File: config.mk
export PLATFORM = sky130hd
export DESIGN_NAME = gpio_wb_arbiter
export DESIGN_NICKNAME = d
export VERILOG_FILES = /design/src/rtl/gpio_arb_pkg.sv /design/src/rtl/gpio_arb_timeout.sv /design/src/rtl/gpio_wb_arbiter.sv
export SDC_FILE = /design/constraint.sdc
export NUM_CORES = 1
export LEC_CHECK = 0
export CORE_ASPECT_RATIO = 0.9
export CORE_UTILIZATION = 25
export DETAILED_ROUTE_END_ITERATION = 7
export PLACE_DENSITY = 0.84
export SKIP_CTS_REPAIR_TIMING = 1
export SLEW_MARGIN = 5
export SYNTH_ARGS = -nofsm -noshare
export SYNTH_HDL_FRONTEND = slang
export SYNTH_SLANG_ARGS = --single-unit
File: constraint.sdc
create_clock -name wb_clk -period 3.7 [get_ports wb_clk]
set_input_delay 0.74 -clock wb_clk [delete_from_list [all_inputs] [get_ports wb_clk]]
set_output_delay 0.74 -clock wb_clk [all_outputs]
set_load 0.005 [all_outputs]
File: src/rtl/gpio_arb_pkg.sv
// rtl/gpio_arb_pkg.sv - shared types and constants for the gpio Wishbone arbiter
//
// Purpose : arbiter state encoding, idle grant value and timeout counter width.
// Ports   : none (package).
package gpio_arb_pkg;

   typedef enum logic [1:0] {
      IDLE = 2'd0,
      GNT0 = 2'd1,
      GNT1 = 2'd2
   } arb_state_t;

   localparam logic [1:0]  GNT_IDLE = 2'b00;
   localparam int unsigned TO_CNT_W = 8;

endpackage

File: src/rtl/gpio_arb_timeout.sv
// rtl/gpio_arb_timeout.sv - stalled-grant watchdog for the gpio Wishbone arbiter
//
// Purpose : counts cycles a granted master strobes without a slave response and
//           flags expiry once the count reaches TIMEOUT_CYCLES.
// Ports   : wb_clk, wb_rst_n - clock, asynchronous active-low reset
//           active           - a grant is currently held
//           clear            - restart count (grant entry/change or any response)
//           stb              - strobe of the granted master
//           expire           - count has reached TIMEOUT_CYCLES under a grant
module gpio_arb_timeout
   import gpio_arb_pkg::*;
#(
   parameter int unsigned TIMEOUT_CYCLES = 16
) (
   input  logic wb_clk,
   input  logic wb_rst_n,
   input  logic active,
   input  logic clear,
   input  logic stb,
   output logic expire
);

   localparam logic [TO_CNT_W-1:0] LIMIT = TO_CNT_W'(TIMEOUT_CYCLES);

   logic [TO_CNT_W-1:0] cnt;

   always_ff @(posedge wb_clk or negedge wb_rst_n) begin
      if (!wb_rst_n) begin
         cnt <= '0;
      end else if (clear || !active) begin
         cnt <= '0;
      end else if (stb && (cnt != LIMIT)) begin
         cnt <= cnt + 1'b1;
      end
   end

   // Register-only decode keeps the slave response out of the abort path.
   assign expire = active && (cnt == LIMIT);

endmodule

File: src/rtl/gpio_wb_arbiter.sv
// rtl/gpio_wb_arbiter.sv - two-master round-robin Wishbone B3 classic arbiter for the gpio slave
//
// Purpose : shares one gpio slave between m0 (CPU) and m1 (debug/DMA). The grant
//           is locked for the whole cyc of the winner; slave side is a
//           combinational mux of the granted master; responses go only to it.
// Ports   : wb_clk, wb_rst_n           - clock, asynchronous active-low reset
//           m0_*_i / m1_*_i            - master requests (adr, dat, we, cyc, stb, cti, bte)
//           m0_*_o / m1_*_o            - dat (unqualified), ack/err/rty (granted only)
//           s_*_o / s_*_i              - slave request mux and slave responses
//           gnt_o                      - {GNT1, GNT0}, 00 when idle
// Config  : define GPIO_ARB_TIMEOUT_EN to abort a grant after TIMEOUT_CYCLES
//           strobed cycles without a response (err pulse to the owner).
module gpio_wb_arbiter
   import gpio_arb_pkg::*;
#(
   parameter int wb_adr_width   = 3,
   parameter int wb_dat_width   = 8,
   parameter int TIMEOUT_CYCLES = 16
) (
   input  logic                    wb_clk,
   input  logic                    wb_rst_n,
   input  logic [wb_adr_width-1:0] m0_adr_i,
   input  logic [wb_dat_width-1:0] m0_dat_i,
   input  logic                    m0_we_i,
   input  logic                    m0_cyc_i,
   input  logic                    m0_stb_i,
   input  logic [2:0]              m0_cti_i,
   input  logic [1:0]              m0_bte_i,
   output logic [wb_dat_width-1:0] m0_dat_o,
   output logic                    m0_ack_o,
   output logic                    m0_err_o,
   output logic                    m0_rty_o,
   input  logic [wb_adr_width-1:0] m1_adr_i,
   input  logic [wb_dat_width-1:0] m1_dat_i,
   input  logic                    m1_we_i,
   input  logic                    m1_cyc_i,
   input  logic                    m1_stb_i,
   input  logic [2:0]              m1_cti_i,
   input  logic [1:0]              m1_bte_i,
   output logic [wb_dat_width-1:0] m1_dat_o,
   output logic                    m1_ack_o,
   output logic                    m1_err_o,
   output logic                    m1_rty_o,
   output logic [wb_adr_width-1:0] s_adr_o,
   output logic [wb_dat_width-1:0] s_dat_o,
   output logic                    s_we_o,
   output logic                    s_cyc_o,
   output logic                    s_stb_o,
   output logic [2:0]              s_cti_o,
   output logic [1:0]              s_bte_o,
   input  logic [wb_dat_width-1:0] s_dat_i,
   input  logic                    s_ack_i,
   input  logic                    s_err_i,
   input  logic                    s_rty_i,
   output logic [1:0]              gnt_o
);

   arb_state_t state, next_state;
   logic       last, next_last;   // master that held the most recent grant
   logic       expire;

   always_ff @(posedge wb_clk or negedge wb_rst_n) begin
      if (!wb_rst_n) begin
         state <= IDLE;
         last  <= 1'b1;
      end else begin
         state <= next_state;
         last  <= next_last;
      end
   end

   always_comb begin
      next_state = state;
      next_last  = last;
      case (state)
         IDLE: begin
            if (m0_cyc_i && m1_cyc_i) next_state = last ? GNT0 : GNT1;
            else if (m0_cyc_i)        next_state = GNT0;
            else if (m1_cyc_i)        next_state = GNT1;
         end
         GNT0: begin
            if (expire) begin
               next_state = IDLE;
               next_last  = 1'b0;
            end else if (!m0_cyc_i) begin
               next_state = m1_cyc_i ? GNT1 : IDLE;
               next_last  = 1'b0;
            end
         end
         GNT1: begin
            if (expire) begin
               next_state = IDLE;
               next_last  = 1'b1;
            end else if (!m1_cyc_i) begin
               next_state = m0_cyc_i ? GNT0 : IDLE;
               next_last  = 1'b1;
            end
         end
         default: next_state = IDLE;
      endcase
   end

   always_comb begin
      s_adr_o  = m0_adr_i;
      s_dat_o  = m0_dat_i;
      s_cti_o  = m0_cti_i;
      s_bte_o  = m0_bte_i;
      s_we_o   = 1'b0;
      s_cyc_o  = 1'b0;
      s_stb_o  = 1'b0;
      m0_ack_o = 1'b0;
      m0_err_o = 1'b0;
      m0_rty_o = 1'b0;
      m1_ack_o = 1'b0;
      m1_err_o = 1'b0;
      m1_rty_o = 1'b0;
      gnt_o    = GNT_IDLE;
      case (state)
         GNT0: begin
            s_we_o   = m0_we_i;
            s_cyc_o  = m0_cyc_i & ~expire;
            s_stb_o  = m0_stb_i & ~expire;
            m0_ack_o = s_ack_i;
            m0_err_o = s_err_i | expire;
            m0_rty_o = s_rty_i;
            gnt_o    = 2'b01;
         end
         GNT1: begin
            s_adr_o  = m1_adr_i;
            s_dat_o  = m1_dat_i;
            s_cti_o  = m1_cti_i;
            s_bte_o  = m1_bte_i;
            s_we_o   = m1_we_i;
            s_cyc_o  = m1_cyc_i & ~expire;
            s_stb_o  = m1_stb_i & ~expire;
            m1_ack_o = s_ack_i;
            m1_err_o = s_err_i | expire;
            m1_rty_o = s_rty_i;
            gnt_o    = 2'b10;
         end
         default: ;
      endcase
   end

   assign m0_dat_o = s_dat_i;
   assign m1_dat_o = s_dat_i;

`ifdef GPIO_ARB_TIMEOUT_EN
   logic to_active;
   logic to_clear;
   logic to_stb;

   assign to_active = (state != IDLE);
   // A grant change (handoff or exit) restarts the count, as does any response.
   assign to_clear  = s_ack_i | s_err_i | s_rty_i | (next_state != state);
   assign to_stb    = (state == GNT0) ? m0_stb_i :
                      (state == GNT1) ? m1_stb_i : 1'b0;

   gpio_arb_timeout #(
      .TIMEOUT_CYCLES(TIMEOUT_CYCLES)
   ) u_timeout (
      .wb_clk  (wb_clk),
      .wb_rst_n(wb_rst_n),
      .active  (to_active),
      .clear   (to_clear),
      .stb     (to_stb),
      .expire  (expire)
   );
`else
   logic [TO_CNT_W-1:0] unused_timeout_cfg;

   assign unused_timeout_cfg = TO_CNT_W'(TIMEOUT_CYCLES);
   assign expire             = 1'b0;
`endif

endmodule

==> metrics.md, run 1 <==
| Metric | Value |
|---|---|
| Status | finished, final reports clean |
| Crit-path max FO | 11 |
| Vias in the first global route | 722 |
| FP Rows | 17 |
| Initial DRC count | 11 |
| Mapped cell area | 653 µm² |
| CP max-delay cell | clkdlybuf4s50_1 |
| Initial antenna violation count | 0 |
| Clock Skew | 0.000183 ns |
| CTS Buf Count | 3 |
| Commonest non-fill, non-tap cell in the layout | clkdlybuf4s50_1 |
| Final hold vios | 0 |
| P_leak | 0.506 nW |
| Commonest non-fill, non-tap cells in the layout | clkdlybuf4s50_1, mux2_2, ha_1 |
| Final worst slack | 0.644 ns |
| Die Y | 50.5 µm |
| CP Class | reg2out |
| Seq/Total Area, Yosys | 11.7% |
| Worst IR Drop VDD | 233 µV |
| Share of the synthesized area in the top cell type | 27.6% |
| Max-Cap Viols | 0 |
| Post-synth cell types | 20 |
| Clock Tree Buf Depth | 2 |
| Wirelength, routed | 2040 µm |
| Latest clock arrival within the worst-skew pair | 0.23 ns |
| Detail Placement HPWL | 1760 µm |
| Yosys warnings | 0 |
| Setup crit start | state[0] |
| Worst path required time | 2.96 ns |
| DRC | 0 |
| Starting Density | 26.5% |
| IO buf count | 69 |
| Global route total overflow | 0 |
| Final GP Congestion | 0.745 |
| H-Tree Depth | 1 |
| CTS tree | yes |
| Syn avg cell area | 9.07 µm² |
| Minimum clock period after layout | 3.06 ns |
| All-layer global routing usage | 14.7% |
| Fill cell count | 232 |
| Type of the worst min-delay path | reg2reg |
| Hold Worst Slack | 0.533 ns |
| Worst Path Buf+Inv | 3 |
| Dpl ws | 0.777 ns |
| Pwr Density | 484 nW/µm² |
| HP Start | last |
| FMAX | 0.327 GHz |
| Chip width | 55.9 µm |
| ANT cells | 0 |
| Slew @ Worst Pin | 0.453 ns |
| DRT Pass-1 Iters | 3 |
| Final Util | 51.7% |
| Critical path, cell by cell | inv_1 > ha_1 > buf_4 > mux2_2 > clkdlybuf4s50_1 |
| Reg clk slew, reported paths | 0.03 ns |
| Mapped Nets | 129 |
| Startpoint Class | flop |
| Unrepaired setup endpoints after global routing | false |
| Setup violations, final | 0 |
| Seq cells post-synth | 3 |
| Part of the cycle the worst path needs | 82.6% |
| CTS Sinks | 3 |
| Final Net Count | 185 |
| Slew headroom | 69.8% |
| R2R setup slack | 2.07 ns |
| Layout cells sized above 1 | 19.7% |
| Post-Syn Instances | 72 |
| Die area | 2820 µm² |
| First-pass GRT wire length | 3160 µm |
| Worst setup EP type | output pin |
| Vias/cell | 4.62 |
| # IOs | 94 |
| Top post-synthesis cells by area | mux2_2, buf_4, ha_1 |
| Vias | 716 |
| Overall power | 618 µW |
| Core box area | 2470 µm² |
| Arrival time at the worst endpoint | 2.32 ns |
| Delay-heaviest family, CP | buffers and inverters |
| Area growth, synth to finish | 95.2% |
| Synth area leader | mux2_2 |
| Slew Viols, Final | 0 |
| Setup_tns | 0 ns |
| DR WL/cell | 13.2 µm |
| Worst reg2reg path startpoint | state[1] |
| Clock root cell | clkbuf_4 |
| Worst path max stage delay | 0.46 ns |
| Final ANT Viol Nets | 0 |
| Largest net degree at the start of global routing | 12 |
-- layout make-up --
cell class	instances	area (µm²)	share of cell area (%)
clock buffer	4	26.3	2.06
inverter	4	15.0	1.18
multi-input combinational	46	424	33.3
sequential	3	76.3	5.99
tap	28	35.0	2.75
timing repair buffer	70	698	54.8
-- kinds of logic after synthesis --
logic type / count (synthesis) / share of synthesized area [%]
adders and majority gates: 6 / 11.5
buffers and inverters: 23 / 23.4
AOI/OAI and AO/OA: 11 / 11.5
and+or+nand+nor: 12 / 12.8
DFF: 3 / 11.7
muxes: 17 / 29.1
-- flip-flops by register name, indices dropped and copies added, names as in the netlist --
register  count
last          1
state         2
-- tightest hold or removal path, stage by stage (launching register included) --
cell and delay [ns]:
dfstp_2 0.37, a21oi_1 0.11, a21oi_1 0.05
-- through the flow --
step           cell area [µm²]  std cells
2_1_floorplan              653         72
3_3_place_gp              1250        151
3_5_place_dp              1250        151
4_1_cts                   1270        155
5_1_grt                   1270        155
6_report                  1270        155
-- worst paths after layout --
path	to	cells after the start
worst max-delay path	s_dat_o[7]	5
max in group asynchronous	last	1
worst min-delay path	last	2
worst min register to register	last	2
worst max register to register	state[1]	4
min in group asynchronous	state[0]	1
-- routing by layer --
metal / wire length, µm / GRT usage, % / share of wire (%)
met1: 715 / 14.4 / 35
met2: 1090 / 28.5 / 54
met3: 225 / 5.67 / 11
met4: 9 / 4.47 / 0.44
met5: 0 / 0 / 0
-- power by group --
group          leakage, nW  switching, mW  internal [mW]
Combinational        0.455          0.172          0.318
Clock               0.0150         0.0158         0.0403
Sequential          0.0359         0.0180         0.0531
-- synth_stat cells --
master and count:
a21oi_1 3, a221oi_1 1, a22o_1 1, a22oi_1 2, and2_1 3, and2_2 4
and3b_1 1, buf_2 2, buf_4 17, dfrtp_1 2, dfstp_2 1, ha_1 6
inv_1 4, mux2_2 16, mux2i_1 1, nand2b_1 1, nor2b_1 2, nor3b_1 1
o21ai_0 2, o41ai_1 2
No activity file was read; power rests on OpenSTA's default activity.
==> inputs of run 2 (changes only) <==
- CORE_UTILIZATION: 25 -> 21
- PLACE_DENSITY: 0.84 -> 0.76
- clock period: 3.7 -> 2.8 ns (I/O delays scaled with it)
==> run 2 against run 1 <==
  * Clock power up 40%
  * Combinational power up 38%
  * Core utilization down 5.8 points
  * Global-route usage down 2.0 points
  * Die area up 18%
  * Worst setup slack worse by 0.45 ns
  * Worst hold slack worse by 0.028 ns
  * Non-clock buffer count unchanged
  * Power up 38%
  * Cell area up 2.2%
  * Cell count up 7.7%
  * First-iteration DRC count up 82%
  * Critical path type is now in2out
  * Largest cell class unchanged
==> metrics.md, run 2 (synthesis gave the netlist of run 1 again) <==
| Metric | Value |
|---|---|
| Status | finished, final reports clean (unchanged) |
| Worst IR Drop VDD | 247 µV (was 233 µV) |
| Max-Cap Viols | 0 (unchanged) |
| H-Tree Depth | 1 (unchanged) |
| Register area | 76.3 µm² (unchanged) |
| CTS Buf Count | 3 (unchanged) |
| Die Y | 54.9 µm (was 50.5 µm) |
| GR Util met1 | 14.3% (was 14.4%) |
| IO buf count | 69 (unchanged) |
| Initial antenna violation count | 0 (unchanged) |
| Fill cell count | 295 (was 232) |
| Area growth, synth to finish | 99.4% (was 95.2%) |
| First-pass GRT wire length | 3060 µm (was 3160 µm) |
| Slew Viols, Final | 0 (unchanged) |
| Clock Skew | 0.00670 ns (was 0.000183 ns) |
| Final Net Count | 185 (unchanged) |
| FP Rows | 18 (was 17) |
| CP Class | in2out (was reg2out) |
| Core box area | 2840 µm² (was 2470 µm²) |
| Global Route met3 Usage | 3.72% (was 5.67%) |
| Multi-input gate area | 424 µm² (unchanged) |
| Layout cells sized above 1 | 19.7% (unchanged) |
| Wirelength, routed | 2270 µm (was 2040 µm) |
| Latest clock arrival within the worst-skew pair | 0.24 ns (was 0.23 ns) |
| Largest register FFs | 2 (unchanged) |
| Vias/cell | 4.35 (was 4.62) |
| Die area | 3340 µm² (was 2820 µm²) |
| Final ANT Viol Nets | 0 (unchanged) |
| Biggest register | state (unchanged) |
| Commonest non-fill, non-tap cell in the layout | clkdlybuf4s50_1 (unchanged) |
| Clock Tree Buf Depth | 2 (unchanged) |
| Final hold vios | 0 (unchanged) |
| Reg clk slew, reported paths | 0.04 ns (was 0.03 ns) |
| DRT Pass-1 Iters | 4 (was 3) |
| Final GP Congestion | 0.763 (was 0.745) |
| GR peak layer | met2 (unchanged) |
| Arrival time at the worst endpoint | 2.04 ns (was 2.32 ns) |
| Worst r2r path cells | 4 (unchanged) |
| CTS Sinks | 3 (unchanged) |
| CTS tree | yes (unchanged) |
| Minimum clock period after layout | 2.60 ns |
| DRC | 0 (unchanged) |
| Detail Placement HPWL | 1920 µm (was 1760 µm) |
| Unrepaired setup endpoints after global routing | false (unchanged) |
| P_leak | 0.510 nW (was 0.506 nW) |
| Pwr Density | 653 nW/µm² (was 484 nW/µm²) |
| Clock root cell | clkbuf_4 (unchanged) |
| GR Layer Usage met2 | 22.3% (was 28.5%) |
| Starting Density | 23.0% (was 26.5%) |
| All-layer global routing usage | 12.6% (was 14.7%) |
| Largest regs | state x2, last x1 (unchanged) |
| Commonest non-fill, non-tap cells in the layout | clkdlybuf4s50_1, mux2_2, ha_1 (unchanged) |
| Vias in the first global route | 695 (was 722) |
| Global route total overflow | 0 (unchanged) |
| Overall power | 850 µW (was 618 µW) |
| Worst setup EP type | output pin (unchanged) |
| Vias | 726 (was 716) |
| Startpoint Class | input port (was flop) |
| # IOs | 94 (unchanged) |
| Crit-path max FO | 6 (was 11) |
| Type of the worst min-delay path | in2async (was reg2reg) |
| FMAX | 0.384 GHz |
| Largest net degree at the start of global routing | 20 (was 12) |
| DR WL/cell | 13.6 µm (was 13.2 µm) |
| Setup_tns | 0 ns (unchanged) |
| Worst path required time | 2.24 ns (was 2.96 ns) |
| Initial DRC count | 20 (was 11) |
| Slew headroom | 76.9% (was 69.8%) |
| Part of the cycle the worst path needs | 92.9% |
| Setup violations, final | 0 (unchanged) |
| Chip width | 60.8 µm (was 55.9 µm) |
| ANT cells | 0 (unchanged) |
| Slew @ Worst Pin | 0.342 ns (was 0.453 ns) |
run 2: cell count changes in the layout (fill, tap and decap cells not counted):
cell    change
buf_12      +1
buf_4       -1
run 2: area by class of cell:
type	count	share of cell area (%)
Inverter	4	1.15
Tap cell	40	3.84
Multi-Input combinational cell	46	32.6
Clock buffer	4	2.02
Sequential cell	3	5.86
Timing Repair Buffer	70	54.6
run 2: critical path, cell delays in order:
cell and delay [ns]:
clkdlybuf4s50_1 0.59, a22o_1 0.25, and2_2 0.16, clkdlybuf4s50_1 0.48
run 2: power by group:
group | internal, mW | switching, mW
combinational | 0.438 | 0.239
clock | 0.0536 | 0.0251
sequential | 0.0701 | 0.0244
run 2: worst paths after layout:
kind | start | to | slack, ns
max | m1_cyc_i | s_cyc_o | 0.20
min | wb_rst_n | state[1] | 0.50
max reg2reg | state[1] | state[1] | 1.12
min reg2reg | last | last | 0.54
max in group asynchronous | wb_rst_n | last | 2.07
min in group wb_clk | last | last | 0.54
run 2: routing by layer:
metal / vias to the layer above / wire length [µm]
li1: 348 / -
met1: 333 / 855
met2: 39 / 1170
met3: 6 / 203
met4: 0 / 36
met5: - / 0
run 2: through the flow:
step	utilization [%]	std cells	hold slack, ns	setup WS, ns	instance area, µm²
after global routing	45.9	167	0.518	0.0911	1300
after floorplan	-	72	0.264	1.02	653
after CTS	45.9	167	0.510	0.177	1300
after detailed placement	45.0	163	0.532	0.209	1280
after global placement	45.0	163	0.521	0.276	1280
final	45.9	167	0.505	0.198	1300
